$ cat src/rtl/mest_pro_decode_ctrl.sv
// Purpose : MESTPro control sequencer and decode/execute stage (phase strobes, PC control, W/Z).
// Latency : 3 cycles per instruction (FETCH, DECODE, EXEC); DLY K stretches EXEC to K+1 cycles.
// Backpressure: none; the sequencer free-runs once started and only reset aborts a program.
//
// Ports:
//   clk, i_reset_n              core clock, async active-low reset
//   i_start                     run request (level), sampled in IDLE and HALT
//   i_decode_reg                instruction word latched by the fetch stage
//   o_idle/fetch/exec_state     Moore phase strobes (fetch also covers SKIP)
//   o_jump, o_return_pc         PC load / PC restore, EXEC only
//   o_const_K                   K field registered at DECODE
//   o_w, o_zero                 working register and zero flag
//   o_halted, o_illegal         HALT state, undefined-opcode pulse
module mest_pro_decode_ctrl #(
  parameter int INSTRUCTION_SIZE = 16,
  parameter int OP_CODE_SIZE     = 4,
  parameter int CONSTANT_K_SIZE  = 8
) (
  input  logic                       clk,
  input  logic                       i_reset_n,
  input  logic                       i_start,
  input  logic [INSTRUCTION_SIZE-1:0] i_decode_reg,
  output logic                       o_idle_state,
  output logic                       o_fetch_state,
  output logic                       o_exec_state,
  output logic                       o_jump,
  output logic                       o_return_pc,
  output logic [CONSTANT_K_SIZE-1:0] o_const_K,
  output logic [CONSTANT_K_SIZE-1:0] o_w,
  output logic                       o_zero,
  output logic                       o_halted,
  output logic                       o_illegal
);

  typedef enum logic [2:0] {
    S_IDLE,
    S_FETCH,
    S_DECODE,
    S_EXEC,
    S_SKIP,
    S_HALT
  } state_t;

  localparam logic [OP_CODE_SIZE-1:0] OP_JMP  = OP_CODE_SIZE'(4'h1);
  localparam logic [OP_CODE_SIZE-1:0] OP_CALL = OP_CODE_SIZE'(4'h2);
  localparam logic [OP_CODE_SIZE-1:0] OP_RET  = OP_CODE_SIZE'(4'h3);
  localparam logic [OP_CODE_SIZE-1:0] OP_LDI  = OP_CODE_SIZE'(4'h4);
  localparam logic [OP_CODE_SIZE-1:0] OP_ADDI = OP_CODE_SIZE'(4'h5);
  localparam logic [OP_CODE_SIZE-1:0] OP_SUBI = OP_CODE_SIZE'(4'h6);
  localparam logic [OP_CODE_SIZE-1:0] OP_ANDI = OP_CODE_SIZE'(4'h7);
  localparam logic [OP_CODE_SIZE-1:0] OP_ORI  = OP_CODE_SIZE'(4'h8);
  localparam logic [OP_CODE_SIZE-1:0] OP_XORI = OP_CODE_SIZE'(4'h9);
  localparam logic [OP_CODE_SIZE-1:0] OP_SKZ  = OP_CODE_SIZE'(4'hA);
  localparam logic [OP_CODE_SIZE-1:0] OP_DLY  = OP_CODE_SIZE'(4'hB);
  localparam logic [OP_CODE_SIZE-1:0] OP_UD0  = OP_CODE_SIZE'(4'hC);
  localparam logic [OP_CODE_SIZE-1:0] OP_UD1  = OP_CODE_SIZE'(4'hD);
  localparam logic [OP_CODE_SIZE-1:0] OP_UD2  = OP_CODE_SIZE'(4'hE);
  localparam logic [OP_CODE_SIZE-1:0] OP_HALT = OP_CODE_SIZE'(4'hF);

  state_t                     state_q, state_d;
  logic [OP_CODE_SIZE-1:0]    opcode_q;
  logic [CONSTANT_K_SIZE-1:0] k_q;
  logic [CONSTANT_K_SIZE-1:0] cnt_q;
  logic [CONSTANT_K_SIZE-1:0] w_q;
  logic                       z_q;

  logic [CONSTANT_K_SIZE-1:0] alu_res;
  logic                       alu_wr;
  logic                       in_exec;

  // Bits between opcode and K carry no meaning for this core.
  logic unused_bits;
  assign unused_bits = ^i_decode_reg[INSTRUCTION_SIZE-OP_CODE_SIZE-1:CONSTANT_K_SIZE];

  assign in_exec = (state_q == S_EXEC);

  // Next-state logic
  always_comb begin
    state_d = state_q;
    case (state_q)
      S_IDLE:   if (i_start) state_d = S_FETCH;
      S_FETCH:  state_d = S_DECODE;
      S_DECODE: state_d = S_EXEC;
      S_EXEC: begin
        state_d = S_FETCH;
        if (opcode_q == OP_SKZ && z_q)                             state_d = S_SKIP;
        else if (opcode_q == OP_DLY && cnt_q != '0)                state_d = S_EXEC;
        else if (opcode_q == OP_HALT)                              state_d = S_HALT;
      end
      S_SKIP:   state_d = S_FETCH;
      S_HALT:   if (!i_start) state_d = S_IDLE;
      default:  state_d = S_IDLE;
    endcase
  end

  // ALU: only opcodes 4..9 write W and Z
  always_comb begin
    alu_res = w_q;
    alu_wr  = 1'b1;
    case (opcode_q)
      OP_LDI:  alu_res = k_q;
      OP_ADDI: alu_res = w_q + k_q;
      OP_SUBI: alu_res = w_q - k_q;
      OP_ANDI: alu_res = w_q & k_q;
      OP_ORI:  alu_res = w_q | k_q;
      OP_XORI: alu_res = w_q ^ k_q;
      default: alu_wr  = 1'b0;
    endcase
  end

  always_ff @(posedge clk or negedge i_reset_n) begin
    if (!i_reset_n) begin
      state_q  <= S_IDLE;
      opcode_q <= '0;
      k_q      <= '0;
      cnt_q    <= '0;
      w_q      <= '0;
      z_q      <= 1'b0;
    end else begin
      state_q <= state_d;
      if (state_q == S_DECODE) begin
        opcode_q <= i_decode_reg[INSTRUCTION_SIZE-1 -: OP_CODE_SIZE];
        k_q      <= i_decode_reg[CONSTANT_K_SIZE-1:0];
        cnt_q    <= i_decode_reg[CONSTANT_K_SIZE-1:0];
      end
      if (in_exec && opcode_q == OP_DLY && cnt_q != '0) begin
        cnt_q <= cnt_q - 1'b1;
      end
      if (in_exec && alu_wr) begin
        w_q <= alu_res;
        z_q <= (alu_res == '0);
      end
    end
  end

  assign o_idle_state  = (state_q == S_IDLE);
  assign o_fetch_state = (state_q == S_FETCH) || (state_q == S_SKIP);
  assign o_exec_state  = in_exec;
  assign o_halted      = (state_q == S_HALT);
  assign o_jump        = in_exec && (opcode_q == OP_JMP || opcode_q == OP_CALL);
  assign o_return_pc   = in_exec && (opcode_q == OP_RET);
  assign o_illegal     = in_exec && (opcode_q == OP_UD0 || opcode_q == OP_UD1 ||
                                     opcode_q == OP_UD2);
  assign o_const_K     = k_q;
  assign o_w           = w_q;
  assign o_zero        = z_q;

endmodule

$ cat config.mk
export PLATFORM = sky130hd
export DESIGN_NAME = mest_pro_decode_ctrl
export DESIGN_NICKNAME = d
export VERILOG_FILES = /design/src/rtl/mest_pro_decode_ctrl.sv
export SDC_FILE = /design/constraint.sdc
export NUM_CORES = 1
export LEC_CHECK = 0
export BUFFER_PORTS_ARGS = -buffer_cell sky130_fd_sc_hd__buf_2
export CELL_PAD_IN_SITES_DETAIL_PLACEMENT = 0
export CELL_PAD_IN_SITES_GLOBAL_PLACEMENT = 1
export CORE_ASPECT_RATIO = 2
export CORE_MARGIN = 8
export CORE_UTILIZATION = 39
export CTS_BUF_LIST = sky130_fd_sc_hd__clkbuf_16
export DETAILED_ROUTE_END_ITERATION = 16
export PLACE_DENSITY = 0.87
export SYNTH_ARGS = -nofsm -noshare
export SYNTH_HDL_FRONTEND = slang
export SYNTH_SLANG_ARGS = --single-unit
$ cat constraint.sdc
create_clock -name clk -period 2.6 [get_ports clk]
set_input_delay 0.52 -clock clk [delete_from_list [all_inputs] [get_ports clk]]
set_output_delay 0.52 -clock clk [all_outputs]
set_load 0.005 [all_outputs]
======== After elaboration in Yosys (flattened, before gate mapping) ========
Index checks and enable logic that the tools add are counted.
storage, ports and cells
  bits in writable memories ............... 0
  bits in latches ......................... 0
  output and inout bits ................... 24
  memories ................................ 0
  bits in registers ....................... 32
  ROM bits ................................ 0
  input port bits ......................... 19
cells by class
  shift-type cells ........................ 0
  add/sub/neg operators ................... 3
  divide/modulo/power cells ............... 0
  multiplexer cells ....................... 10
  reductions and logical operators ........ 18
  magnitude comparators ................... 0
  $mul .................................... 0
  bitwise operators ....................... 3
  equality and inequality tests ........... 22
operators with widths
  operator               number
  $pmux W8 S6            1
  $eq A4 B4 Y1 const B   8
  $pmux W3 S6            1
  $eq A4 B3 Y1 const B   4
  $mux W8                2
  $mux W3                5
  $add A8 B8 Y8          1
  $and A8 B8 Y8          1
  $eq A4 B2 Y1 const B   2
  $logic_and A1 B1 Y1    8
  $logic_not A8 Y1       1
  $or A8 B8 Y8           1
  $reduce_bool A8 Y1     1
  $sub A8 B1 Y8 const B  1
  $sub A8 B8 Y8          1
  $xor A8 B8 Y8          1
  $eq A3 B2 Y1 const B   2
  $eq A3 B3 Y1 const B   2
  $reduce_or A6 Y1       1
  $eq A4 B1 Y1 const B   1
  $logic_or A1 B1 Y1     4
  $ne A2 B2 Y1 const B   2
  $eq A3 B1 Y1 const B   1
  $logic_not A3 Y1       1
  3 further kinds        3

======== Depth between registers and ports, before layout ========
Gate-level depths: netlist of the first run.
  depth in word-level cells ............... 5
  depth in mapped cells ................... 12
  gate-level depth less buffers ........... 11

======== Worst setup path before layout of the first run ========
No wires, ideal clock.
  path type ............................... register -> register
  from .................................... reg opcode_q[0]
  to ...................................... reg z_q (netlist: o_zero)
  arrival ................................. 2563 ps
  period minus slack after synthesis ...... 2655 ps
  required time ........................... 2508 ps
  slack ................................... -55 ps
  stages on the path, launching flop included .. 12
  library setup time ...................... 92 ps
  cell sequence ........................... dfrtp_1 > buf_6 > and4bb_1 > buf_6 > mux2i_1 > fa_1 > a211oi_2 > nor3b_2 > o22ai_1 > nor3_1 > o32a_1 > o31ai_2
between the ends
  cells in the longest elaborated chain, start to end .. 4
  elaborated cells on any way between the ends .. 11
  those cells by class .................... eq/ne (6); mux (2); reduce/logical (3)
RTL lines
  item                                                                 line  text
  start, declared                                                      61    logic [OP_CODE_SIZE-1:0] opcode_q;
  start signal, assigned                                               122   opcode_q <= i_decode_reg[INSTRUCTION_SIZE-1 -: OP_CODE_SIZE];
  parallel branches: the longest is 4 deep, another holds $pmux W8 S6  --
  end signal, assigned                                                 131   z_q <= (alu_res == '0);
  end, declared                                                        65    logic z_q;
Parallel ways; which one is timed is not known.
A chain may end at the register's enable or synchronous reset.

======== Worst setup path in the final report of the first run ========
  from .................................... reg opcode_q[3]
  to ...................................... reg z_q (netlist: o_zero)
The elaborated chain is that of the path after synthesis.

==> impl_results.md, run 1 <==
- Outcome: finished, violations left
- Failing checks: negative setup slack
- Initial antenna violation count: 0
- Yosys top cell area share: 29.06%
- Synthesized net count: 370
- Mapped Area: 2755 sq um
- IO buf count: 38
- IO Pins: 43
- Die area: 10170 sq um
- Routed len/inst: 17.56 um
- Share of cells above drive strength 1: 27.91%
- Slew Limit Fails: 0
- Predominant post-synthesis flop cell: dfrtp_1
- Family with the most delay on the worst path: compound AO/OA/AOI/OAI gates
- Met1 track demand over resource: 16.40%
- YS warnings: 0
- Clock tree from TritonCTS: done
- Data required, critical path: 2790 ps
- FP Rows: 43
- Count of different cell masters after synthesis: 65
- Area leader, netlist: dfrtp_1
- Crit path depth: 9
- Power per cell area: 1650 nW/um^2
- GRT Total Usage: 17.53%
- Vias in the first global route: 2744
- # diodes: 0
- Slowest cell on crit path: and4bb_4
- TritonCTS buffer count: 5
- Worst r2r path cells: 9
- Die height: 134.9 um
- Starting density of the core: 40.01%
- CP cell instances: and4bb_4 -> mux2i_4 -> ha_1 -> nor2b_4 -> o31a_1 -> o2111a_1 -> o32ai_2 -> nand4_1 -> o31ai_2
- Post-route ant nets: 0
- Worst setup EP type: register
- Placed inst area: 3204 sq um
- Post-synth EDFFs: 0
- Design Area, Final: 3405 sq um
- Syn Area/Cell: 8.504 sq um
- Die Span X: 75.43 um
- VDD IR max: 0.6192 mV
- Slew of the pin with the lowest slew margin: 773.1 ps
- Seq/Total Area, Yosys: 29.06%
- Final WL: 8.375 mm
- TNS Setup: -141.7 ps
- Crit path DAT: 2910 ps
- CTS Buffer Depth: 2
- Drt pass-1 iters: 4
- Crit path time final: 2715 ps
- RSZ-0062 raised after global routing: true
- Final cycle utilization of the critical path: 104.4%
- Clock Skews: 4.615 ps
- Clk pin slew, worst setup/hold paths: 50 ps
- CP max FO: 5
- Slew headroom: 48.46%
- Grt total ovfl: 0
- Ys async rst share: 100.0%
- Avg Vias per Cell: 5.585
- Cell count after synthesis: 324
- Initial drt markers: 119
- Final hold viol count: 0
- Max-cap violations: 0
- Clk_lat worst skew: 280 ps
- Post-synthesis register bit count: 32
- Top cells by area, synth: dfrtp_1 29%, ha_1 12%, o21ai_0 5.8%, nand2_1 4.8%, xnor2_1 3.8%
- Clock sinks: 32
- GPL Wtd Cong: 0.9142
- Via count: 2664
- Core Box Area: 6887 sq um
- Most Used Layer, Global Route: met2
- Remaining DRCs: 0
- CP Buf/Inv Count: 0
- Nets: 433
- CTS root buffer: clkbuf_16
- H-tree depth: 2
- Area growth from synthesis to layout: 23.57%
- Fmax achieved: 0.3684 GHz
- M2 GR Usage: 30.69%
- Final-report setup violation count: 2
- CP Class: register to register
- First-pass GRT wire length: 13.48 mm
- Static Leak: 0.001585 uW
- Crit path largest cell delay: 400 ps
- Largest net degree at the start of global routing: 33
- DP Wirelength: 6.512 mm
- Fin worst setup slack: -114.6 ps
- Worst min path class: input pin to asynchronous set/reset pin
- Critical Path Start Type: register
- Met3 GRT Util: 2.897%
-- final cells by class --
type	instances	area (sq um)
Clock buffer	5	125.1
Sequential cell	32	800.8
Fill cell	701	3482
Clock inverter	2	7.507
Inverter	26	98.84
Timing Repair Buffer	73	452.9
Multi-Input combinational cell	249	1807
Tap cell	90	112.6
-- metrics by stage --
step	setup slack, ps	utilization [%]	total power, uW	std cells	hold WS, ps
3_5_place_dp	-172.9	46.53	4826	468	518.0
2_1_floorplan	9.910	-	3526	324	224.4
5_1_grt	-201.7	49.44	6087	477	383.2
6_report	-114.6	49.44	5619	477	311.1
3_3_place_gp	-110.0	46.53	4722	468	485.4
4_1_cts	-81.97	48.95	5489	476	341.6
-- cell usage in the layout (no fill, tap or decap), types with 5 or more instances in the layout --
cell	Yosys	layout
dfrtp_1	32	32
nand2_1	35	35
nor2_1	24	24
a21oi_1	20	19
nor3_1	8	8
buf_2	5	38
ha_1	26	26
clkbuf_16	0	5
buf_4	5	35
inv_1	25	25
o21ai_0	32	30
xnor2_1	12	12
-- where the power goes --
part / total, uW / switching (uW) / internal, uW
clock: 564 / 222 / 343
combinational: 4050 / 2200 / 1850
sequential: 1010 / 278 / 730
total: 5620 / 2690 / 2920
-- flip-flops by register name, indices dropped and copies added (netlist names) --
name / count
o_w: 8
o_zero: 1
opcode_q: 4
o_const_K: 8
cnt_q: 8
state_q: 3
-- final timing paths --
check	end	startpoint	slack (ps)
worst min-delay path	o_w[1]$_DFFE_PN0P_	i_reset_n	310
max in group asynchronous	o_w[6]$_DFFE_PN0P_	i_reset_n	1790
worst min register to register	cnt_q[7]$_DFFE_PN0P_	cnt_q[7]$_DFFE_PN0P_	530
min in group clk	opcode_q[3]$_DFFE_PN0N_	i_decode_reg[15]	430
worst max register to register	o_zero$_DFFE_PN0P_	opcode_q[3]$_DFFE_PN0N_	-110
worst max-delay path	o_zero$_DFFE_PN0P_	opcode_q[3]$_DFFE_PN0N_	-110
-- cell usage after synthesis (all sizes together) (4+ instances only) --
master  number
inv         25
dfrtp       32
ha          26
o21ai       33
nand3        4
nor2b        5
a31oi        5
a22oi        4
a21oi       20
buf         13
nor4         4
nor2        24
and2         4
nor3        10
clkbuf       4
nand2b       5
xnor2       12
nor3b        5
nand2       35
-- cell families (layout without fill, tap and decap cells) --
group           after synthesis  count (layout)  synth area share (%)
xor+xnor                     14              14                 4.451
flops                        32              32                 29.06
buf+inv                      43             106                 7.629
fa+ha+maj                    27              27                 12.53
compound gates               96              96                 23.66
simple gates                108             108                 21.16
mux                           4               4                 1.499
-- layer usage --
| metal | wire (um) | vias up |
|---|---|---|
| li1 | - | 1278 |
| met1 | 2899 | 1265 |
| met2 | 4470 | 81 |
| met3 | 294 | 40 |
| met4 | 710 | 0 |
| met5 | 0 | - |
-- timing repair --
item                       4_1_cts  5_1_grt
cloned                           0        0
hold buffers                     0        0
pin swaps                        5        7
buffers inserted                 1        1
setup endpoints to repair        3        4
resized for setup                5        7
Note: power is estimated with default switching activity, not from simulation.
==> run 2, diff against run 1 <==
--- a/config.mk
+++ b/config.mk
@@ -13,7 +13,7 @@
 export CORE_UTILIZATION = 39
 export CTS_BUF_LIST = sky130_fd_sc_hd__clkbuf_16
 export DETAILED_ROUTE_END_ITERATION = 16
-export PLACE_DENSITY = 0.87
+export PLACE_DENSITY_LB_ADDON = 0.1
 export SYNTH_ARGS = -nofsm -noshare
 export SYNTH_HDL_FRONTEND = slang
 export SYNTH_SLANG_ARGS = --single-unit
==> run 2 against run 1 <==
The flow still finishes with violations (negative setup slack). Hold slack improved by 17 ps. First-iteration DRC count fell by 1.7%. Count of clock-buffer cells in the layout did not move. Wire length rose by 6.9%. Clock skew rose by 1.8 ps. Maximum frequency rose by 1.8%. Non-clock buffer count rose by 6. Core utilization rose by 1.6 points. Sequential share of layout area fell by 0.72 points. Critical path type unchanged. Via count fell by 1.2%.
==> impl_results.md, run 2 (synthesis gave the netlist of run 1 again) <==
- Critical Path Start Type: register
- Data required, critical path: 2790 ps (about the same)
- Initial antenna violation count: 0 (unchanged)
- Clock Skews: 6.371 ps (+1.756 ps)
- Slew Limit Fails: 0 (unchanged)
- Slew of the pin with the lowest slew margin: 879.8 ps (+106.7 ps)
- Final-report setup violation count: 2 (unchanged)
- Nets: 439 (+1.4%)
- Die area: 10170 sq um (unchanged)
- IO Pins: 43 (unchanged)
- Static Leak: 0.001634 uW (+3.1%)
- CP cell instances: and4bb_4 -> mux2i_4 -> fa_1 -> a221o_1 -> nor4_2 -> buf_4 -> nand4_1 -> o31ai_2
- Power per cell area: 1679 nW/um^2 (+1.7%)
- Share of cells above drive strength 1: 30.46% (+2.5 points)
- Slowest cell on crit path: fa_1
- Routed len/inst: 18.50 um (+5.4%)
- Die height: 134.9 um (unchanged)
- Remaining DRCs: 0 (unchanged)
- CTS Buffer Depth: 2 (unchanged)
- Initial drt markers: 117 (-1.7%)
- Total Power: 5897 uW (+5.0%)
- CP max FO: 5 (unchanged)
- Crit path largest cell delay: 450 ps (+50 ps)
- Starting density of the core: 40.01% (unchanged)
- CP Class: register to register
- Via count: 2633 (-1.2%)
- Placed inst area: 3242 sq um (+1.2%)
- Failing checks: negative setup slack
- Most common cell after layout, fill and taps aside: buf_4
- Clock tree from TritonCTS: done
- Final cycle utilization of the critical path: 102.6% (-1.8 points)
- GPL Wtd Cong: 0.9171 (+0.32%)
- Final hold viol count: 0 (unchanged)
- Crit path DAT: 2860 ps (-50 ps)
- Slew headroom: 41.35% (-7.1 points)
- Min Hold Slack: 328.1 ps (+16.98 ps)
- Die Span X: 75.43 um (unchanged)
- Crit path time final: 2667 ps (-48.08 ps)
- RSZ-0062 raised after global routing: true
- Clk pin slew, worst setup/hold paths: 50 ps (about the same)
- FP Rows: 43 (unchanged)
- Area growth from synthesis to layout: 27.48%
- First-pass GRT wire length: 14.35 mm (+6.4%)
- # diodes: 0 (unchanged)
- VDD IR max: 0.6173 mV (-0.31%)
- TritonCTS buffer count: 5 (unchanged)
- Grt total ovfl: 0 (unchanged)
- Fmax achieved: 0.3750 GHz (+1.8%)
- Core Box Area: 6887 sq um (unchanged)
- H-tree depth: 2 (unchanged)
- Largest net degree at the start of global routing: 33 (unchanged)
- Drt pass-1 iters: 4 (unchanged)
- Most frequent cells in the layout: 41 x buf_4, 38 x buf_2, 35 x nand2_1
- Fin worst setup slack: -66.56 ps (+48.08 ps)
- Clock sinks: 32 (unchanged)
- Max-cap violations: 0 (unchanged)
- Avg Vias per Cell: 5.440 (-2.6%)
- CTS root buffer: clkbuf_16
- DP Wirelength: 6.947 mm (+6.7%)
- Design Area, Final: 3512 sq um (+3.2%)
- Post-route ant nets: 0 (unchanged)
- Worst setup EP type: register
- Final WL: 8.954 mm (+6.9%)
- Outcome: finished, violations left
- IO buf count: 38 (unchanged)
- Clk_lat worst skew: 280 ps (about the same)
- Vias in the first global route: 2772 (+1.0%)
- GRT Total Usage: 18.87% (+1.3 points)
- Worst min path class: input pin to asynchronous set/reset pin
## run 2: per-layer routing
layer / part of all wire, % / GRT usage (%) / vias to the layer above
li1: - / - / 1293
met1: 37 / 19.32 / 1259
met2: 56 / 34.12 / 59
met3: 2.4 / 2.526 / 22
met4: 4.6 / 10.99 / 0
met5: 0 / 0 / -
## run 2: through the flow
step	utilization [%]	cells	setup WS, ps	setup TNS (ps)
after floorplan	-	324	9.910	0
after global placement	47.07	473	-71.67	-145.9
after detailed placement	47.07	473	-87.45	-176.3
after CTS	49.53	481	-77.19	-127.8
after global routing	51.00	484	-148.9	-391.3
final	51.00	484	-66.56	-74.55
## run 2: cell type report
type	instances	area, sq um
fillers	743	3374
multi-input cells	249	1839
flip-flops and latches	32	800.8
repair buffers	79	498.0
clock buffers	5	125.1
well taps	90	112.6
inverters	26	98.84
clock inverters	3	37.54
## run 2: final timing paths
check,start,end,slack [ps],cells past startpoint
hold / removal,i_reset_n,cnt_q[2]$_DFFE_PN0P_,330,1
hold reg to reg,cnt_q[7]$_DFFE_PN0P_,cnt_q[7]$_DFFE_PN0P_,500,1
max in group asynchronous,i_reset_n,o_w[5]$_DFFE_PN0P_,1760,1
setup / recovery,opcode_q[0]$_DFFE_PN0N_,o_zero$_DFFE_PN0P_,-70,8
setup reg to reg,opcode_q[0]$_DFFE_PN0N_,o_zero$_DFFE_PN0P_,-70,8
min in group clk,i_decode_reg[14],opcode_q[2]$_DFFE_PN0N_,450,3
## run 2: power by group
group	internal [uW]	leakage [uW]	switching (uW)	total (uW)
registers	730	0.000387	278	1010
logic	1970	0.00117	2260	4230
clock network	445	0.0000789	218	663
## run 2: repair_timing
action                                  in CTS  in global routing
buffers inserted                             0                  3
hold endpoints to repair                     0                  0
resized for setup                            2                 16
hold buffers                                 0                  0
endpoints found under the setup margin       3                  5
cloned                                       0                  0
pin swaps                                    1                 11
## run 2: critical path: cells and delay by family (launching register included)
kind	cells	cell delay, ps
AO/OA/AOI/OAI	2	550
flip-flops	1	370
buffers and inverters	1	160
AND/OR/NAND/NOR	3	770
multiplexers	1	270
adder cells (fa/ha/maj)	1	450
